### src/rtl/keypad_entry.sv
// Scans a 4x4 active-low matrix keypad, debounces whole scan frames, and turns
// accepted keys into operand_a / operator / operand_b for the calculator.
module keypad_entry #(
  parameter int SCAN_DIV       = 100000,
  parameter int DEBOUNCE_SCANS = 4
) (
  input  logic       clk,
  input  logic       rst,
  input  logic [3:0] row,
  output logic [3:0] col,
  output logic [4:0] operand_a,
  output logic [4:0] operand_b,
  output logic [1:0] operator,
  output logic [1:0] entry_state,
  output logic       entry_valid,
  output logic       key_valid,
  output logic [3:0] key_code
);

  localparam int DIV_W = $clog2(SCAN_DIV);
  localparam int DB_W  = $clog2(DEBOUNCE_SCANS + 1);

  localparam logic [3:0] KEY_E = 4'hE;
  localparam logic [3:0] KEY_F = 4'hF;

  typedef enum logic [1:0] {
    ENTER_A = 2'b00,
    ENTER_B = 2'b01,
    SHOW    = 2'b10
  } entry_t;

  typedef enum logic {
    DB_ARMED,
    DB_HELD
  } db_t;

  function automatic logic [3:0] key_at(input logic [1:0] r, input logic [1:0] c);
    logic [3:0] k;
    case ({r, c})
      4'h0: k = 4'h1;  4'h1: k = 4'h2;  4'h2: k = 4'h3;  4'h3: k = 4'hA;
      4'h4: k = 4'h4;  4'h5: k = 4'h5;  4'h6: k = 4'h6;  4'h7: k = 4'hB;
      4'h8: k = 4'h7;  4'h9: k = 4'h8;  4'hA: k = 4'h9;  4'hB: k = 4'hC;
      4'hC: k = 4'h0;  4'hD: k = 4'hF;  4'hE: k = 4'hE;  default: k = 4'hD;
    endcase
    return k;
  endfunction

  function automatic logic [4:0] accumulate(input logic [4:0] cur, input logic [3:0] d);
    logic [8:0] wide;
    wide = 9'(cur) * 9'd10 + 9'(d);
    return (wide > 9'd31) ? 5'd31 : wide[4:0];
  endfunction

  // Row synchroniser
  logic [3:0] row_meta, row_sync;

  // NOTE: sequential state always uses non-blocking assignments so every flop
  // samples the pre-edge value of its source, regardless of process ordering.
  always_ff @(posedge clk or posedge rst) begin
    if (rst) begin
      row_meta <= 4'hF;
      row_sync <= 4'hF;
    end else begin
      row_meta <= row;
      row_sync <= row_meta;
    end
  end

  // Column scan
  logic [DIV_W-1:0] div_cnt;
  logic [1:0]       col_idx;
  logic             div_end, frame_end;

  assign div_end   = (div_cnt == DIV_W'(SCAN_DIV - 1));
  assign frame_end = div_end && (col_idx == 2'd3);
  assign col       = ~(4'b0001 << col_idx);

  always_ff @(posedge clk or posedge rst) begin
    if (rst) begin
      div_cnt <= '0;
      col_idx <= 2'd0;
    end else if (div_end) begin
      div_cnt <= '0;
      col_idx <= col_idx + 2'd1;
    end else begin
      div_cnt <= div_cnt + DIV_W'(1);
    end
  end

  // Frame accumulation: hit count saturates at 2, meaning "more than one key".
  logic [3:0] row_hits;
  logic [2:0] col_cnt, hit_sum;
  logic [3:0] col_key, frame_key, merged_key;
  logic [1:0] frame_hits, merged_hits;

  assign row_hits = ~row_sync;

  // NOTE: every signal written in an always_comb gets a default first, so no
  // path leaves it unassigned and no latch is inferred.
  always_comb begin
    col_cnt = 3'(row_hits[0]) + 3'(row_hits[1]) + 3'(row_hits[2]) + 3'(row_hits[3]);
    col_key = 4'h0;
    for (int r = 0; r < 4; r++) begin
      if (row_hits[r]) col_key = key_at(2'(r), col_idx);
    end
    hit_sum     = 3'(frame_hits) + col_cnt;
    merged_hits = (hit_sum >= 3'd2) ? 2'd2 : hit_sum[1:0];
    merged_key  = (col_cnt == 3'd1) ? col_key : frame_key;
  end

  always_ff @(posedge clk or posedge rst) begin
    if (rst) begin
      frame_hits <= 2'd0;
      frame_key  <= 4'h0;
    end else if (frame_end) begin
      frame_hits <= 2'd0;
      frame_key  <= 4'h0;
    end else if (div_end) begin
      frame_hits <= merged_hits;
      frame_key  <= merged_key;
    end
  end

  // Debounce: count qualifying frames to accept a press, then NONE frames to re-arm.
  db_t             db_state, db_next;
  logic [DB_W-1:0] db_cnt, cnt_next;
  logic [3:0]      cand_key, cand_next;
  logic            accept;

  always_comb begin
    db_next   = db_state;
    cnt_next  = db_cnt;
    cand_next = cand_key;
    accept    = 1'b0;
    if (frame_end) begin
      if (db_state == DB_ARMED) begin
        if (merged_hits == 2'd1) begin
          if (db_cnt != '0 && cand_key == merged_key) begin
            cnt_next = db_cnt + DB_W'(1);
          end else begin
            cnt_next  = DB_W'(1);
            cand_next = merged_key;
          end
          if (cnt_next == DB_W'(DEBOUNCE_SCANS)) begin
            accept   = 1'b1;
            db_next  = DB_HELD;
            cnt_next = '0;
          end
        end else begin
          cnt_next = '0;
        end
      end else begin
        if (merged_hits == 2'd0) begin
          cnt_next = db_cnt + DB_W'(1);
          if (cnt_next == DB_W'(DEBOUNCE_SCANS)) begin
            db_next  = DB_ARMED;
            cnt_next = '0;
          end
        end else begin
          cnt_next = '0;
        end
      end
    end
  end

  always_ff @(posedge clk or posedge rst) begin
    if (rst) begin
      db_state  <= DB_ARMED;
      db_cnt    <= '0;
      cand_key  <= 4'h0;
      key_valid <= 1'b0;
      key_code  <= 4'h0;
    end else begin
      db_state  <= db_next;
      db_cnt    <= cnt_next;
      cand_key  <= cand_next;
      key_valid <= accept;
      if (accept) key_code <= merged_key;
    end
  end

  // Entry FSM, acting on the same edge that raises key_valid
  entry_t     entry_st, st_next;
  logic [4:0] a_next, b_next;
  logic [1:0] op_next, key_op;
  logic       is_digit, is_op;

  assign is_digit = (merged_key <= 4'd9);
  assign is_op    = (merged_key >= 4'hA) && (merged_key <= 4'hD);
  assign key_op   = 2'(merged_key - 4'hA);

  always_comb begin
    st_next = entry_st;
    a_next  = operand_a;
    b_next  = operand_b;
    op_next = operator;
    if (accept && merged_key == KEY_F) begin
      st_next = ENTER_A;
      a_next  = 5'd0;
      b_next  = 5'd0;
      op_next = 2'b00;
    end else begin
      case (entry_st)
        ENTER_A: if (accept) begin
          if (is_digit) begin
            a_next = accumulate(operand_a, merged_key);
          end else if (is_op) begin
            op_next = key_op;
            b_next  = 5'd0;
            st_next = ENTER_B;
          end
        end
        ENTER_B: if (accept) begin
          if (is_digit)               b_next  = accumulate(operand_b, merged_key);
          else if (is_op)             op_next = key_op;
          else if (merged_key == KEY_E) st_next = SHOW;
        end
        SHOW: if (accept) begin
          if (is_digit) begin
            a_next  = 5'(merged_key);
            b_next  = 5'd0;
            st_next = ENTER_A;
          end else if (is_op) begin
            op_next = key_op;
            b_next  = 5'd0;
            st_next = ENTER_B;
          end
        end
        default: st_next = ENTER_A;
      endcase
    end
  end

  always_ff @(posedge clk or posedge rst) begin
    if (rst) begin
      entry_st  <= ENTER_A;
      operand_a <= 5'd0;
      operand_b <= 5'd0;
      operator  <= 2'b00;
    end else begin
      entry_st  <= st_next;
      operand_a <= a_next;
      operand_b <= b_next;
      operator  <= op_next;
    end
  end

  assign entry_state = entry_st;
  assign entry_valid = (entry_st == SHOW);

endmodule

### config.mk
export PLATFORM = sky130hd
export DESIGN_NAME = keypad_entry
export DESIGN_NICKNAME = d
export VERILOG_FILES = /design/src/rtl/keypad_entry.sv
export SDC_FILE = /design/constraint.sdc
export NUM_CORES = 1
export LEC_CHECK = 0
export ABC_AREA = 0
export CORE_MARGIN = 8
export CORE_UTILIZATION = 59
export CTS_CLUSTER_SIZE = 10
export DETAILED_ROUTE_END_ITERATION = 7
export MAX_ROUTING_LAYER = met4
export PLACE_DENSITY_LB_ADDON = 0.05
export SETUP_SLACK_MARGIN = 0.5
export SLEW_MARGIN = 20
export SYNTH_ARGS = -nofsm -noshare
export SYNTH_HDL_FRONTEND = slang
export SYNTH_SLANG_ARGS = --single-unit
### constraint.sdc
create_clock -name clk -period 6.2 [get_ports clk]
set_input_delay 0.93 -clock clk [delete_from_list [all_inputs] [get_ports clk]]
set_output_delay 0.93 -clock clk [all_outputs]
set_load 0.02 [all_outputs]
==> results of run 1 <==
-- power groups by stage --
stage / clock network (mW) / registers [mW] / logic (mW)
6_report: 0.368 / 0.399 / 0.0842
5_1_grt: 0.390 / 0.399 / 0.0939
3_3_place_gp: 0 / 0.406 / 0.0829
3_5_place_dp: 0 / 0.406 / 0.0847
4_1_cts: 0.373 / 0.399 / 0.0848
2_1_floorplan: 0 / 0.404 / 0.0679
-- routing by layer --
metal	wire length [um]	global-route usage, %	part of all wire, %	up-vias
met5	0	-	0	-
met4	119	10.1	1.4	0
met3	280	4.69	3.3	12
met2	4340	32.2	51	41
met1	3720	21.6	44	1484
li1	-	-	-	1519
-- worst max-delay path, stage by stage (launching register included) --
cell and delay (ps):
sky130_fd_sc_hd__dfstp_2 600, sky130_fd_sc_hd__inv_1 110, sky130_fd_sc_hd__fa_1 440, sky130_fd_sc_hd__ha_1 190, sky130_fd_sc_hd__ha_1 350, sky130_fd_sc_hd__or3b_1 540, sky130_fd_sc_hd__a21oi_1 820, sky130_fd_sc_hd__inv_1 270
sky130_fd_sc_hd__fa_1 500, sky130_fd_sc_hd__and2_1 170, sky130_fd_sc_hd__maj3_1 360, sky130_fd_sc_hd__a211oi_1 460, sky130_fd_sc_hd__a21oi_1 140, sky130_fd_sc_hd__mux2_2 280
-- cell type report --
type	instances	area [um2]	share of cell area [%]
flip-flops and latches	60	1510	33.5
inverters	26	97.6	2.16
clock inverters	6	71.3	1.58
well taps	80	100	2.22
repair buffers	31	305	6.76
multi-input cells	313	2290	50.7
clock buffers	10	138	3.05
-- cells by family (layout without fill, tap and decap cells) --
| logic type | count (synthesis) | count (layout) | share of synthesized area, % |
|---|---|---|---|
| xor+xnor | 27 | 27 | 5.98 |
| flops | 60 | 60 | 38.2 |
| compound gates | 86 | 86 | 14.9 |
| fa+ha+maj | 43 | 43 | 14.6 |
| mux | 10 | 10 | 2.69 |
| buf+inv | 37 | 73 | 3.83 |
| simple gates | 147 | 147 | 19.8 |
-- cell usage after synthesis, drive strengths merged (6+ instances only) --
library cell / count
xnor2: 14
ha: 34
nor3: 11
nand3: 15
o21ai: 23
clkbuf: 7
xor2: 13
dfrtp: 52
nor2: 36
o21a: 6
nand2: 41
inv: 26
dfstp: 8
a21oi: 20
fa: 6
-- state kept, by name, indices dropped and copies added (netlist names), 3 cells and up --
| signal | cells |
|---|---|
| row_sync | 4 |
| operand_a | 5 |
| div_cnt | 17 |
| operand_b | 5 |
| row_meta | 4 |
| key_code | 4 |
| cand_key | 4 |
| db_cnt | 3 |
| frame_key | 4 |
-- worst paths after layout --
path / start / endpoint / slack (ps) / cells after the start
worst min-delay path: row_meta[3] / row_sync[3] / 360 / 0
worst min register to register: row_meta[3] / row_sync[3] / 360 / 0
worst max-delay path: row_sync[3] / operand_a[2] / 860 / 13
max in group asynchronous: rst / col_idx[1] / 4590 / 3
min in group asynchronous: rst / operator[1] / 1120 / 3
worst max register to register: row_sync[3] / operand_a[2] / 860 / 13
-- through the flow --
stage | power [mW] | area (um2) | std cells
final | 0.850 | 4510 | 526
after global routing | 0.883 | 4510 | 526
after CTS | 0.856 | 4510 | 526
after detailed placement | 0.490 | 4300 | 510
after global placement | 0.489 | 4300 | 510
after floorplan | 0.472 | 3950 | 410
==> results.txt, run 1 <==
Initial antenna violation count: 0. At the end of the flow the core is filled with cells to 67.9%. TritonCTS built the clock tree. For this design, the sink count on the clock tree is 60. Buffers placed on the I/O ports in this run total 29. After synthesis, the mean cell area works out to 9.64 um2. Total internal power: 0.625 mW. Kind of path behind the tightest hold check: reg2reg.

At the pin with the least slew margin, the transition time is 953 ps. The total of endpoints with negative setup slack in the final report was 0. The run gives 0 as the hold-fix buffer count after cts.

The run gives 66 as the count of cell types in the netlist. The final setup slack of the worst path is 863 ps. Portion of total power attributed to sequential cells: 46.9%. After global routing the overflow that remains totals 0.

The H-tree was split into 3 levels. The cell count after synthesis came out at 410. The first TritonRoute pass finished after 5 iterations. Data arrives at the worst endpoint at 5570 ps. For the global-route usage over all layers, the log shows 19.5%. Fill cells in the final layout number 511.

The logs give 36.5% for the worst slew slack as a fraction of its limit and 0 for the number of slew-limit violations in the final report. The hold violation count in the final report was 0. 30 I/O pins were placed. After legalization and detailed placement, the total HPWL measured 6.25 mm. Of the available clock period, the critical path in the final layout requires 86.1%. The area growth from synthesis to final layout is 14.2%. Ranked by total cell area, the synthesized netlist is headed by sky130_fd_sc_hd__dfrtp_1 33%, sky130_fd_sc_hd__ha_1 11%, sky130_fd_sc_hd__dfstp_2 5.3%.

Row generation in the floorplan step produced 30 rows. The synthesized flop and latch total is 60, and the clock insertion delay at the later pin of the skew report is 350 ps. The share of the yosys chip area belonging to registers was 38.2%; the peak ir drop on the vdd network was 0.000163 V. The routability congestion estimate was 0.891. The placeable core region was 6640 um2; the power per cell area was 188 nW/um2.

Post-CTS setup buffer count: 0. The first global-routing pass estimated 14.8 mm of wire. The number of CTS-inserted buffers is 9, and the height of the die is 97.9 um. For the final routed database, the setup TNS stands at 0 ps.

For the post-route worst hold slack, the log shows 356 ps. The logs give 0 for the number of nets still failing antenna checks after routing and 0 for the count of warnings emitted by yosys. The routed layout has 3056 vias. The minimum period implied by the final worst setup slack was 5340 ps; the width of the die was 97.9 um. The synthesized netlist occupies a cell area of 3950 um2. At the placement stage, the worst setup path has a slack of 901 ps.

The area share of the leading cell type in the synthesized netlist was 32.9%. The first-iteration detailed-routing DRC count is 113. After clock tree synthesis, the clock-pin slew on the worst setup and hold paths is 70 ps. Setup repair after global routing left no endpoint under its margin. The library cell occupying the most area in the post-synthesis netlist was sky130_fd_sc_hd__dfrtp_1. 0 antenna diodes ended up in the layout. The library cells used most frequently in the layout, excluding fill and tap cells, are 52 x sky130_fd_sc_hd__dfrtp_1, 40 x sky130_fd_sc_hd__nand2_1, 36 x sky130_fd_sc_hd__nor2_1.

The leakage power came out at 2.09 nW. The starting density of the core is 59.5%, and the relative contribution of combinational cells to total power is 9.9%. STA classifies the critical path endpoint as a flip-flop. The maximum clock path buffer count was 2; the clock group share of total power was 43.2%. The number of nets in the synthesized netlist is 456, and the final worst clock skew is 8.36 ps. Across the run, the number of max-cap violations was 0. The floorplan step defined a die boundary enclosing 9570 um2. The setup path with the least slack is of type reg2reg. Fraction of final layout cells with drive strength greater than 1: 9.87%. For this run, design rule violations remaining after detail routing come to 0. Critical path launch point type: a flip-flop. For this design the total switching power over the nets is 0.225 mW.

The maximum clock rate is 187 MHz. The cell at the root of the clock tree is sky130_fd_sc_hd__clkbuf_8. In the final design database the tool counted 487 nets.

The share of synthesized registers carrying an async set or reset was 100%. Summed over all layers, the routed wires come to 8.47 mm. Commonest non-fill, non-tap cell in the layout: sky130_fd_sc_hd__dfrtp_1. The total of cells resized after clock tree synthesis came out at 0. The critical-path maximum fanout came out at 12. Entering global routing, the biggest net connects 61 pins.

The flow ran to the end, and the final reports show no timing, DRC or antenna violations. In the synthesized netlist the dominant register cell turns out to be sky130_fd_sc_hd__dfrtp_1. Fraction of power spent switching nets: 26.5%.

The run gives 3218 as the number of global-route vias before repair. After detailed routing, the average wire length per cell comes to 16.1 um. At the worst endpoint, the required time is 6430 ps.

In this run, synthesis inferred 0 flip-flops with an integrated enable. Using the TritonRoute via totals, the vias-per-cell ratio works out to 5.81.
Power figures use the tool's default switching activity.
==> run 2, diff against run 1 <==
- ABC_CLOCK_PERIOD_IN_PS: default -> 6200
- CORE_UTILIZATION: 59 -> 50
==> results.txt, run 2 (synthesized netlist as in run 1, its figures left out) <==
The first global-routing pass estimated 14.9 mm of wire. No sink is reached through more buffers than the 2 on the longest clock path. The endpoint identified for the worst register-to-register timing path is operand_a[2].

The clock transition time at the flip-flop clock pins of the worst setup and hold paths is 70 ps, and the minimum period implied by the final worst setup slack is 4850 ps. The HPWL reported at the end of detailed placement is 6.34 mm. For this run, design rule violations remaining after detail routing come to 0. The run finished with clean final reports. At the pin with the least slew margin, the transition time is 865 ps.

Total of endpoints with negative setup slack in the final report: 0. Measured along the x axis, the die boundary spans 105 um. The area growth from synthesis to final layout works out to 14.2%. The critical path in this run is classified as reg2reg. STA classifies the critical path startpoint as a flip-flop. For the sum of negative setup slack, the log shows 0 ps. Number of slew-limit violations in the final report: 0. The tools report the hold-fix buffer count after cts as 0.

The detail route stage leaves a number of antenna-violating nets equal to 0. The largest incremental delay on the critical path works out to 600 ps. The data arrival time of the worst path was 5080 ps; the final worst clock skew was 11.0 ps. Based on the critical path, the design can be clocked at up to 206 MHz.

The register with the most flip-flops in the layout has 17 of them. The tree is rooted in a sky130_fd_sc_hd__clkbuf_8. The leakage power was 2.09 nW; the antenna cell count was 0. The pin count of the biggest net entering global routing came out at 61. The cell repeated most along the worst path is sky130_fd_sc_hd__ha_1. After routing the design area is 4510 um2. The top cell types in the final layout, fill and taps aside, are 52 x sky130_fd_sc_hd__dfrtp_1, 40 x sky130_fd_sc_hd__nand2_1, 36 x sky130_fd_sc_hd__nor2_1. Walking the worst path, the cells encountered are inv_1 > fa_1 > ha_1 > ha_1 > nor3b_4 > nand2_1 > o22ai_1 > buf_4 > inv_1 > ha_1 > fa_1 > and2_1 > maj3_1 > a211oi_1 > a21oi_1 > mux2_2. The logs give 41.9% for the worst slew slack as a fraction of its limit and 0 for the initial antenna violation count. The max-capacitance violation count is 0, and the vias after detailed routing is 3051.

At the later pin of the worst-skew pair, clock insertion delay measures 340 ps. The worst register-to-register path has a depth of 16. For the I/O pin count, the log shows 30.

The tools report the global-route usage over all layers as 16.8%. The depth of the CTS H-tree is 3. The total die area was 11000 um2; the peak ir drop on the vdd network was 0.000172 V. The region available for standard cell placement spans 7690 um2. The routed wirelength normalized by instance count is 15.3 um.

The kind of path behind the tightest hold check was reg2reg. The worst hold path was traced through 0 stages. The layout filler cell count was 691. In this run, post-CTS repair resized a total of 0 instances.

Summed over all layers, the global routing overflow is 0. Height of the die: 105 um. In this run the most critical hold path is launched from row_meta[0]. TritonCTS created 9 clock buffers. The count of port buffers added during placement was 29; the post-place instance area was 4340 um2. For the post-route worst hold slack, the log shows 354 ps. The largest register by flop count is div_cnt.

The worst reg2reg path startpoint is row_sync[3]. The final worst-path cycle share is 78.3%, and the critical path data required time is 6430 ps. The slowest stage of the critical path is the sky130_fd_sc_hd__dfstp_2 cell. In the final layout, the share of cells above drive strength 1 is 9.40%. The length of the first detailed-routing pass in iterations is 4. The number of vias per cell is 5.56, and the total clock sinks is 60. The routed design has 8.38 mm of wire.

For this design the ratio of total power to cell area is 176 nW/um2. The library cell used most frequently in the layout, excluding fill and tap cells, is sky130_fd_sc_hd__dfrtp_1. For the post-CTS setup buffer count, the log shows 0. In the final layout, the registers with the most flip-flops are div_cnt (17), operand_a (5), operand_b (5).

The logs give 3251 for the number of global-route vias before repair and 32 for the count of standard-cell rows. Setup repair after global routing left no endpoint under its margin. For flop-to-flop paths, the worst setup slack is 1350 ps. The tools report the destination of the worst hold path as row_sync[0].

TritonCTS built the clock tree. The first-iteration detailed-routing DRC count is 115, and the hold violation count in the final report is 0. The tools report the starting density of the core as 51.4%. STA classifies the critical path endpoint as a flip-flop. Routability-driven placement finished with a final weighted congestion of 0.828. After the last flow step, the layout net total stands at 488. The critical-path maximum fanout came out at 13.
run 2: cell count changes in the layout (fill, tap and decap cells not counted), sizes merged:
| cell | delta |
|---|---|
| clkbuf | +4 |
| buf | +1 |
| clkinvlp | -2 |
| inv | -1 |
| bufinv | -1 |
run 2: cell type report:
class / count / area, um2 / share of cell area [%]
Clock buffer: 14 / 163 / 3.61
Clock inverter: 2 / 10.0 / 0.222
Inverter: 26 / 97.6 / 2.16
Multi-Input combinational cell: 313 / 2290 / 50.7
Sequential cell: 60 / 1510 / 33.5
Tap cell: 102 / 128 / 2.83
Timing Repair Buffer: 32 / 313 / 6.93
run 2: worst max-delay path, delay by kind of cell (launching register included):
kind                       cells  cell delay, ps
muxes                          1             280
adders and majority gates      6            2040
AOI/OAI and AO/OA              3             730
DFF                            1             600
buffers and inverters          3             420
and+or+nand+nor                3             680
run 2: how the worst max path moves through the flow:
| stage | start | to | slack (ps) | depth (start not counted) |
|---|---|---|---|---|
| final | row_sync[3] | operand_a[2] | 1350 | 16 |
| after global routing | row_sync[3] | operand_a[1] | 1000 | 16 |
| after CTS | row_sync[3] | operand_a[2] | 1340 | 16 |
| after detailed placement | row_sync[3] | operand_a[2] | 1360 | 16 |
| after global placement | row_sync[3] | operand_a[2] | 1400 | 16 |
| after floorplan | row_sync[3] | operand_a[1] | 1330 | 17 |
run 2: per-stage QoR:
stage	worst slack [ps]	cells	power (mW)	utilization, %
2_1_floorplan	1330	410	0.472	-
3_5_place_dp	1360	533	0.493	56.4
6_report	1350	549	0.796	58.7
5_1_grt	1000	549	0.838	58.7
4_1_cts	1340	549	0.810	58.7
3_3_place_gp	1400	533	0.491	56.4
run 2: power by group:
group          internal [mW]  total (mW)  switching [mW]
Sequential             0.396       0.399         0.00263
Clock                  0.166       0.311           0.145
Combinational         0.0315      0.0858          0.0543
run 2: per-layer routing:
layer / part of all wire (%) / vias to the layer above / global-route usage [%]
met4: 1.4 / 0 / 5.61
li1: - / 1526 / -
met3: 3.2 / 9 / 3.62
met2: 52 / 36 / 29.7
met1: 43 / 1480 / 18.4
met5: 0 / - / -
==> run 3, diff against run 2 <==
- ABC_CLOCK_PERIOD_IN_PS: 6200 -> 4100
- clock period: 6.2 -> 4.1 ns (I/O delays scaled with it)
==> results.txt, run 3 (synthesized netlist as in run 1, its figures left out) <==
Clock tree synthesis found a total of 60 sinks. For this block, the initial DRC count from the detailed router was 132. The final layout contains routed wiring with a total length of 9.44 mm.

The filler cells instantiated in the layout total 654. The worst slew slack as a fraction of its limit is 41.0%. The run gives 2 as the maximum clock path buffer count. Overall power consumption after layout is estimated at 1.35 mW. Clock-pin slew was measured on the worst setup and hold paths at 70 ps. The power per cell area was 267 nW/um2. Of the available clock period, the critical path in the final layout requires 95.4%. Row generation in the floorplan step produced 32 rows.

Leaving out fill and tap cells, the most frequent cell in the layout is sky130_fd_sc_hd__dfrtp_1. The fraction of power spent switching nets was 26.0%. The leakage power is 2.31 nW, and the area growth from synthesis to final layout is 28.0%.

The repair_antennas step left the layout with diodes totalling 0. The number of vias per cell is 5.49. The tools report the worst setup path startpoint as row_sync[0]. The kind of path behind the tightest hold check was reg2reg. The detailed router put a total of 4.22 mm of wire on met1. For this run, the slowest stage of the critical path takes 600 ps. The largest registers in the layout are div_cnt (17), operand_a (5), operand_b (5).

The final worst clock skew is 7.59 ps. Traced cell by cell, the critical path runs through inv_2 > fa_1 > ha_2 > ha_4 > or3b_4 > buf_6 > a21o_2 > o211a_4 > a221oi_4 > nand2_2 > or4_4 > mux2_4. The largest individual stage delay along the critical path comes from the cell sky130_fd_sc_hd__or4_4. The pin count of the biggest net entering global routing is 42.

Top routing layer in use: met4. The fraction of final layout cells with drive strength greater than 1 is 23.6%, and the clock insertion delay at the later pin of the skew report is 350 ps. The height of the die was 105 um. Counting the buffers created by CTS gives 9.

Transition time of the tightest slew-check pin: 884 ps. For this configuration, the core starts out at a cell density of 51.4%. Setup repair after global routing could not meet its margin everywhere. The run gives 0 as the total of endpoints with negative setup slack in the final report. The number of global-route vias before repair came out at 3394.

The startpoint identified for the worst register-to-register timing path is row_sync[0]. The tool flagged a number of max-cap violations equal to 0. Vias after detailed routing: 3212. The pre-antenna-repair detailed-routing pass consisted of 4 iterations.

Number of nets still failing antenna checks after routing: 0. The register with the most flip-flops in the layout has 17 of them. STA classifies the critical path startpoint as a flip-flop.

Ranked by flip-flop count, first place goes to div_cnt. The worst-case IR drop observed on VDD is 0.000218 V. The first global-routing pass estimated 16.4 mm of wire.

The routed wirelength normalized by instance count is 16.1 um. The flow ran to the end, and the final reports show no timing, DRC or antenna violations. The clock group share of total power was 41.3%; the total global routing overflow was 0.

The run gives 0 as the number of slew-limit violations in the final report. The data arrival time of the worst path is 4140 ps, and the number of remaining DRC errors is 0. In the detailed route, the total length drawn on met2 is 4.85 mm. Adding up every negative setup slack in the final design gives 0 ps.

Port buffering added 29 buffers. The setup slack of the worst register-to-register path is 190 ps, and the detailed-routed wire length on met3 is 208 um. Per report_power, the combinational group accounts for 14.2% of the total.

The run gives 0.352 mW as the switching power total. The tools report the hold violation count in the final report as 0. STA classifies the critical path endpoint as a flip-flop.

The setup path with the least slack is of type reg2reg. Subtracting the final worst setup slack from the clock period gives 3910 ps. At the end of routability-driven placement, the weighted congestion stood at 0.872.

TritonCTS built the clock tree. The critical path data required time is 4320 ps. Pin placement for this block handled 30 I/O pins. Clock tree synthesis selected as its root buffer the cell sky130_fd_sc_hd__clkbuf_8. At the end of the flow, the number of nets in the layout was 524. The HPWL reported at the end of detailed placement is 6.79 mm, and the total die area is 11000 um2. The top cell types in the final layout, fill and taps aside, are 52 x sky130_fd_sc_hd__dfrtp_1, 40 x sky130_fd_sc_hd__nand2_1, 33 x sky130_fd_sc_hd__nor2_1, 33 x sky130_fd_sc_hd__buf_4, 30 x sky130_fd_sc_hd__ha_1. The width of the die came out at 105 um. The maximum clock rate was 256 MHz; the initial antenna violation count was 0. The critical-path maximum fanout is 6, and the portion of total power attributed to sequential cells is 44.5%.

The run gives 7690 um2 as the placeable core region. The clock tree synthesis step divided the H-tree into 3 levels. Internal power comes to 1.00 mW. Global routing used 18.7% of the available tracks. The startpoint identified for the worst hold timing path is row_meta[3].
[run 3: cell types whose count changed in the layout (fill, tap and decap cells not counted), sizes merged]
cell / before / now
clkinv: 2 / 4
inv: 26 / 25
clkbuf: 14 / 12
buf: 3 / 39
bufinv: 0 / 1
[run 3: worst max-delay path, delay by kind of cell (launching register included)]
family,cells,cell delay (ps)
AND/OR/NAND/NOR,3,1130
adder cells (fa/ha/maj),3,930
buffers and inverters,2,190
multiplexers,1,320
flip-flops,1,540
AO/OA/AOI/OAI,3,680
[run 3: power groups by stage]
stage / clock network, mW / registers [mW] / logic (mW)
after global placement: 0 / 0.613 / 0.168
after detailed placement: 0 / 0.613 / 0.170
after global routing: 0.588 / 0.602 / 0.212
after floorplan: 0 / 0.611 / 0.124
final: 0.559 / 0.602 / 0.192
after CTS: 0.568 / 0.602 / 0.192
[run 3: cell type report]
class                           count  area (um2)  area share (%)
Clock buffer                       12         155            3.07
Timing Repair Buffer               68         606            12.0
Sequential cell                    60        1510            29.9
Inverter                           26         108            2.13
Multi-Input combinational cell    313        2500            49.5
Clock inverter                      4        48.8           0.964
Tap cell                          102         128            2.52
[run 3: worst paths after layout]
check | cells past startpoint | endpoint
max in group asynchronous | 3 | row_meta[0]
max | 12 | operand_a[1]
min reg2reg | 0 | row_sync[3]
min in group asynchronous | 2 | entry_state[1]
min | 0 | row_sync[3]
max reg2reg | 12 | operand_a[1]
[run 3: per-stage QoR]
step           setup WS [ps]  hold slack [ps]  utilization [%]  area [um2]  std cells
2_1_floorplan          -73.0              345                -        4090        410
3_3_place_gp            33.6              346             59.9        4610        554
3_5_place_dp           -18.3              348             59.9        4610        554
4_1_cts                  196              355             65.2        5010        583
5_1_grt                 79.4              358             65.8        5060        585
6_report                 187              355             65.8        5060        585
[run 3: timing repair]
item                       CTS  global route
setup endpoints to repair   20            19
setup buffers               13             2
cloned                       0             0
resized for setup           24             9
pin swaps                   19             8
hold buffers                 0             0
[run 3: per-layer routing]
metal,track usage (%),vias up
li1,-,1593
met1,21.2,1575
met2,32.7,30
met3,3.38,14
met4,6.22,0
met5,-,-
